### config.mk
export PLATFORM = sky130hd
export DESIGN_NAME = text_scroll_ctl
export DESIGN_NICKNAME = d
export VERILOG_FILES = /design/src/rtl/text_scroll_ctl.sv
export SDC_FILE = /design/constraint.sdc
export NUM_CORES = 1
export LEC_CHECK = 0
export BUFFER_PORTS_ARGS = -buffer_cell sky130_fd_sc_hd__buf_2
export CORE_MARGIN = 1
export CORE_UTILIZATION = 43
export DETAILED_ROUTE_END_ITERATION = 10
export MAX_ROUTING_LAYER = met4
export PLACE_DENSITY = 0.81
export SKIP_LAST_GASP = 1
export SYNTH_ARGS = -nofsm -noshare
export SYNTH_HDL_FRONTEND = slang
export SYNTH_SLANG_ARGS = --single-unit
### constraint.sdc
create_clock -name clk -period 2.85 [get_ports clk]
set_input_delay 0.4275 -clock clk [delete_from_list [all_inputs] [get_ports clk]]
set_output_delay 0.4275 -clock clk [all_outputs]
set_load 0.01 [all_outputs]
### src/rtl/text_scroll_ctl.sv
// Clear/scroll engine for the 80x40 text RAM. It owns text RAM port B and shares it between
// the core operand bus and an internal fill/copy sequencer.
module text_scroll_ctl #(
  parameter logic [31:0] BASE     = 32'h0,
  parameter logic [31:0] CTL_ADDR = 32'h0,
  parameter int unsigned COLS     = 80,
  parameter int unsigned ROWS     = 40,
  parameter logic [7:0]  FILL     = 8'h20
) (
  input  logic        clk,
  input  logic        reset_n,
  input  logic        cpu_en,
  input  logic        cpu_rw,
  input  logic [31:0] cpu_addr,
  input  logic [31:0] cpu_wdata,
  output logic [31:0] cpu_rdata,
  output logic [11:0] ram_addr,
  output logic [7:0]  ram_wdata,
  output logic        ram_we,
  input  logic [7:0]  ram_rdata,
  output logic        busy
);

  localparam logic [31:0] NCells    = 32'(COLS * ROWS);
  localparam logic [11:0] LastCell  = 12'(COLS * ROWS - 1);
  localparam logic [11:0] LastCopy  = 12'((ROWS - 1) * COLS - 1);
  localparam logic [11:0] FillStart = 12'((ROWS - 1) * COLS);
  localparam logic [11:0] RowStep   = 12'(COLS);

  typedef enum logic [2:0] {StIdle, StClr, StScRd, StScWr, StScFill} state_e;

  state_e      state_q, state_d;
  logic [11:0] cnt_q, cnt_d;
  logic        drop_q, drop_d;
  logic        busy_q, busy_d;
  logic        text_rd_q, text_rd_d;
  logic [1:0]  stat_q, stat_d;

  logic [31:0] cell_off;
  logic        is_ctl, ctl_wr, stat_rd, text_acc, idle, drop_ev, we_c;
  logic        unused_bits;

  // The control register takes priority should it ever overlap the text window.
  always_comb begin
    cell_off = cpu_addr - BASE;
    is_ctl   = cpu_en && (cpu_addr == CTL_ADDR);
    ctl_wr   = is_ctl && cpu_rw;
    stat_rd  = is_ctl && !cpu_rw;
    text_acc = cpu_en && !is_ctl && (cell_off < NCells);
    idle     = (state_q == StIdle);
    drop_ev  = !idle && (text_acc || ctl_wr);
  end

  assign unused_bits = ^{cpu_wdata[31:8], cell_off[31:12]};

  always_comb begin
    state_d   = state_q;
    cnt_d     = cnt_q;
    ram_addr  = 12'h0;
    ram_wdata = 8'h0;
    we_c      = 1'b0;
    unique case (state_q)
      StIdle: begin
        if (text_acc) begin
          ram_addr  = cell_off[11:0];
          ram_wdata = cpu_wdata[7:0];
          we_c      = cpu_rw;
        end
        if (ctl_wr && cpu_wdata[0]) begin
          state_d = StClr;
          cnt_d   = 12'h0;
        end else if (ctl_wr && cpu_wdata[1]) begin
          state_d = StScRd;
          cnt_d   = 12'h0;
        end
      end
      StClr, StScFill: begin
        ram_addr  = cnt_q;
        ram_wdata = FILL;
        we_c      = 1'b1;
        if (cnt_q == LastCell) begin
          state_d = StIdle;
          cnt_d   = 12'h0;
        end else begin
          cnt_d = cnt_q + 12'h1;
        end
      end
      StScRd: begin
        ram_addr = cnt_q + RowStep;
        state_d  = StScWr;
      end
      StScWr: begin
        ram_addr  = cnt_q;
        ram_wdata = ram_rdata;
        we_c      = 1'b1;
        if (cnt_q == LastCopy) begin
          state_d = StScFill;
          cnt_d   = FillStart;
        end else begin
          state_d = StScRd;
          cnt_d   = cnt_q + 12'h1;
        end
      end
      default: begin
        state_d = StIdle;
        cnt_d   = 12'h0;
      end
    endcase
  end

  // A drop in the same cycle as a status read re-arms the sticky flag.
  always_comb begin
    drop_d    = (drop_q && !stat_rd) || drop_ev;
    busy_d    = (state_d != StIdle);
    text_rd_d = idle && text_acc && !cpu_rw;
    stat_d    = stat_rd ? {drop_q, busy_q} : 2'b00;
  end

  always_ff @(posedge clk or negedge reset_n) begin
    if (!reset_n) begin
      state_q   <= StIdle;
      cnt_q     <= 12'h0;
      drop_q    <= 1'b0;
      busy_q    <= 1'b0;
      text_rd_q <= 1'b0;
      stat_q    <= 2'b00;
    end else begin
      state_q   <= state_d;
      cnt_q     <= cnt_d;
      drop_q    <= drop_d;
      busy_q    <= busy_d;
      text_rd_q <= text_rd_d;
      stat_q    <= stat_d;
    end
  end

  assign ram_we    = we_c && reset_n;
  assign busy      = busy_q;
  assign cpu_rdata = text_rd_q ? {24'h0, ram_rdata} : {30'h0, stat_q};

endmodule

-- After elaboration in Yosys (flattened, before gate mapping)
Cells that the tools add are included.
- memory bits (read-only): 0
- word-level logic and storage cells: 59
- bits in latches: 0
- memories: 0
- output and inout port bits: 54
- RAM bits: 0
- register bits: 20
- bitwise logic cells: 1
- order comparisons: 1
- eq/ne operators: 7
- muxes and demuxes: 18
- multiply operators: 0
- shift operators: 0
- reductions and logical operators: 24
- div/mod/pow operators: 0
- $add $sub $neg: 2
- operators with widths (kind ; number):
    $mux W12 ; 5
    $pmux W12 S4 ; 1
    $pmux W12 S3 ; 1
    $logic_not A32 Y1 ; 1
    $lt A32 B12 Y1 const B ; 1
    $eq A12 B12 Y1 const B ; 2
    $pmux W8 S3 ; 1
    $mux W8 ; 2
    $add A12 B1 Y12 const B ; 1
    $add A12 B7 Y12 const B ; 1
    $logic_and A1 B1 Y1 ; 12
    $mux W3 ; 4
    $pmux W3 S4 ; 1
    $eq A3 B2 Y1 const B ; 2
    $logic_not A1 Y1 ; 4
    $eq A3 B1 Y1 const B ; 1
    $eq A3 B3 Y1 const B ; 1
    $logic_not A3 Y1 ; 1
    $ne A3 B1 Y1 const B ; 1
    $reduce_bool A3 Y1 ; 1
    $reduce_or A3 Y1 ; 1
    $logic_or A1 B1 Y1 ; 2
    $mux W2 ; 1
    $pmux W1 S2 ; 1
    other kinds (4) ; 4

-- Depth between registers and ports, before layout
- depth in word-level cells: 8
- depth in mapped cells: 9
- depth with buffers taken out: 7

-- Least setup slack after synthesis
Ideal clock, no wire load.
- path kind: input to output
- start: in cpu_addr[21]
- end: out ram_wdata[2]
- arrival time: 1.938 ns
- path buffers: 1
- slack: 0.485 ns
- stages: 6
- cells stage by stage: nor4b_1 > nand2_1 > nor4_2 > and3_1 > buf_2 > a22o_1
- word-level cells in the longest chain between the ends: 7
- elaborated cells between the ends (all ways): 8
- classes of those cells: order compare (1); mux (2); reduce/logical (5)
- ends and longest elaborated chain (element ; RTL line ; source):
    from (decl) ; 14 ; input logic [31:0] cpu_addr,
    branches (longest 4 deep; another with $lt A32 B12 Y1) ; n/a ;
    $logic_and A1 B1 Y1 (*) ; 49 ; text_acc = cpu_en && !is_ctl && (cell_off < NCells);
    $mux W8 (*) ; 64 ; if (text_acc) begin
    $pmux W8 S3 (*) ; 62 ; unique case (state_q)
    to (decl) ; 18 ; output logic [7:0] ram_wdata,
Every way passes the cells marked *.

-- Worst setup path after layout
- start: reg state_q[2]
- end: out ram_wdata[6]
- word-level cells in the longest chain between the ends: 3
- elaborated cells between the ends (all ways): 6
- classes of those cells: eq/ne (3); mux (1); reduce/logical (2)
- ends and longest elaborated chain (element ; RTL line ; source):
    from (decl) ; 32 ; state_e state_q, state_d;
    from (signal assigned) ; 121 ; state_q <= StIdle;
    from (signal assigned) ; 128 ; state_q <= state_d;
    $eq A3 B1 Y1 / $eq A3 B3 Y1 (equally long branches) ; 62 ;
    $reduce_or A2 Y1 ; 62 ;
    $pmux W8 S3 (*) ; 62 ;
Every way passes the cells marked *; elsewhere a longest branch is shown, timed or not.

==> results.sh <==
export IMPL_synth_edf_count=0
export IMPL_hold_ws_ns=0.187
export IMPL_drc=16
export IMPL_required_ns=2.42
export IMPL_cts_buffers=3
export IMPL_cts_resized=0
export IMPL_hold_path_class="in2async"
export IMPL_rsz0062_at_grt="no"
export IMPL_start_util=0.459
export IMPL_max_slew_margin_rel=0.330
export IMPL_vias=2147
export IMPL_drt_wl_total_mm=5.54
export IMPL_place_gp_congestion=0.935
export IMPL_ys_top_cells_by_area="dfrtp_1 (25%), buf_4 (9.2%), a21o_1 (5.2%)"
export IMPL_cts_sinks=20
export IMPL_finalMaxSlewViolations=0
export IMPL_layout_commonest_cell="buf_2"
export IMPL_setup_viol=0
export IMPL_clk_latency_ns=0.26
export IMPL_cp_start_kind="register"
export IMPL_endpoint_kind="primary output"
export IMPL_total_leakage_power_nw=1.32
export IMPL_fmax_ghz=0.392
export IMPL_postCtsSetupBuffers=0
export IMPL_hpwl_mm=4.37
export IMPL_syn_inst=255
export IMPL_synth_xor_area_share=0.00858
export IMPL_synth_ff_type="dfrtp_1"
export IMPL_yosysWarnings=0
export IMPL_core_um2=4440
export IMPL_grt_overflow_total=0
export IMPL_hold_violations=0
export IMPL_failed_checks="DRC"
export IMPL_synth_mux_area_frac=0.0166
export IMPL_grt_pass1_wl_mm=8.69
export IMPL_synth_top_area_share=0.245
export IMPL_synthSimpleGateAreaFrac=0.302
export IMPL_cts_tree="yes"
export IMPL_drt_iter0_markers=174
export IMPL_die_area_um2=5030
export IMPL_synthesis_area_um2=2040
export IMPL_htree_levels=1
export IMPL_grt_pass1_vias=1888
export IMPL_tns_ns=0
export IMPL_die_x_um=70.9
export IMPL_avgSynthCellArea_um2=8.00
export IMPL_ys_ff_latch=20
export IMPL_postRouteAntennaNets=0
export IMPL_seq_area_frac_synth=0.245
export IMPL_cts_root_buf="clkbuf_8"
export IMPL_ctsHoldBuffers=0
export IMPL_layout_common_cells="buf_2 (81), nand2_1 (26), conb_1 (24), dfrtp_1 (20), nor2_1 (17)"
export IMPL_tightestPinTransition_ns=1.01
export IMPL_die_h_um=70.9
export IMPL_synth_top_family_by_area="simple AND/OR/NAND/NOR gates"
export IMPL_min_period_ns=2.55
export IMPL_drive_above_1_share=0.348
export IMPL_critical_path_arrival_ns=2.12
export IMPL_antenna_found_initial=0
export IMPL_cap_violations=0
export IMPL_period_share=0.895
export IMPL_synthAdderAreaFrac=0.0184
export IMPL_syn_to_final_growth_pct=19.1
export IMPL_worstSetupPathType="reg2out"
export IMPL_vias_per_cell=5.62
export IMPL_cts_max_path_buffers=2
export IMPL_cts_reportedPaths_clkPinSlew_ns=0.08
export IMPL_n_antenna_cell=0
export IMPL_grt_usage=0.220
export IMPL_synth_compound_area_frac=0.259
export IMPL_status="finished with violations"
export IMPL_ir_drop_mv=0.273
export IMPL_io_pins=130
export IMPL_yosysTopAreaCell="dfrtp_1"
export IMPL_wl_per_cell_um=14.5
export IMPL_io_buffer_count=81
export IMPL_fillCellCount=427
export IMPL_synthArstFlopShare=1.00
export IMPL_power_density_nw_per_um2=272
export IMPL_rows=24
export IMPL_synth_distinct_cells=54
export IMPL_nets=410
export IMPL_fin_skew_ns=0.000882
export IMPL_cp_max_fo=20
export IMPL_drtPass1Iterations=7
export IMPL_grt_start_max_net_pins=21
==> layout make-up <==
cell class                 instances  area, um^2  area share
tap                               52        65.1      0.0268
clock inverter                     1        30.0      0.0124
timing repair buffer              87         450       0.185
multi-input combinational        214        1330       0.545
inverter                           5        18.8     0.00772
clock buffer                       3        41.3      0.0170
sequential                        20         500       0.206
==> path summary, 6_finish.rpt <==
path / start / endpoint / slack (ns) / depth (start not counted)
worst max-delay path: state_q[2] / ram_wdata[6] / 0.30 / 6
worst max register to register: cnt_q[4] / cnt_q[10] / 0.50 / 6
min in group clk: cpu_rw / text_rd_q / 0.40 / 2
worst min register to register: drop_q / stat_q[1] / 0.52 / 1
worst min-delay path: reset_n / cnt_q[9] / 0.19 / 2
max in group asynchronous: reset_n / busy / 2.45 / 2
==> flip-flops by register name (all words and copies together) (netlist names) <==
name and cells:
stat_q 2, text_rd_q 1, busy 1, state_q 3
drop_q 1, cnt_q 12
==> metrics by stage <==
step           instances   util  total power, mW  worst slack (ns)  instance area [um^2]
3_5_place_dp         378  0.531            0.376             0.386                  2360
3_3_place_gp         378  0.531            0.374             0.410                  2360
4_1_cts              382  0.547            0.663             0.311                  2430
5_1_grt              382  0.547            0.682             0.144                  2430
6_report             382  0.547            0.661             0.300                  2430
2_1_floorplan        278      -            0.345             0.485                  2130
==> Yosys cell counts (all sizes together), types with 4 or more instances <==
cell type and n:
nor2 17, a21o 15, inv 5, a22o 8
and2 7, a31oi 6, nor3 7, a21oi 16
nor4 9, nand3 6, and3 9, dfrtp 20
or2 4, nor3b 5, buf 30, a211o 6
nand4 5, o21ai 9, nand2 26, clkbuf 9
==> per-layer routing <==
layer | global-route usage | vias to the layer above | routed length [um]
li1 | - | 1040 | -
met1 | 0.287 | 1001 | 2420
met2 | 0.360 | 96 | 2640
met3 | 0.0399 | 10 | 424
met4 | 0.0444 | 0 | 61
met5 | - | - | 0
==> logic make-up after synthesis <==
logic type               count (synthesis)
adder cells (fa/ha/maj)                  3
XOR/XNOR                                 2
flip-flops                              20
buffers and inverters                   44
multiplexers                             3
AO/OA/AOI/OAI                           74
AND/OR/NAND/NOR                        108
other                                    1
==> power breakdown <==
part           switching (mW)  internal (mW)
Clock                   0.102          0.188
Combinational          0.0505         0.0376
Sequential        0.000000251          0.283
==> critical path, cell delays in order, from the launching register on <==
cell	delay, ns
dfrtp_1	0.59
or2_2	0.39
nor2_1	0.22
and3_1	0.23
buf_4	0.16
a22o_1	0.14
buf_2	0.13
(Power assumes the default switching activity.)
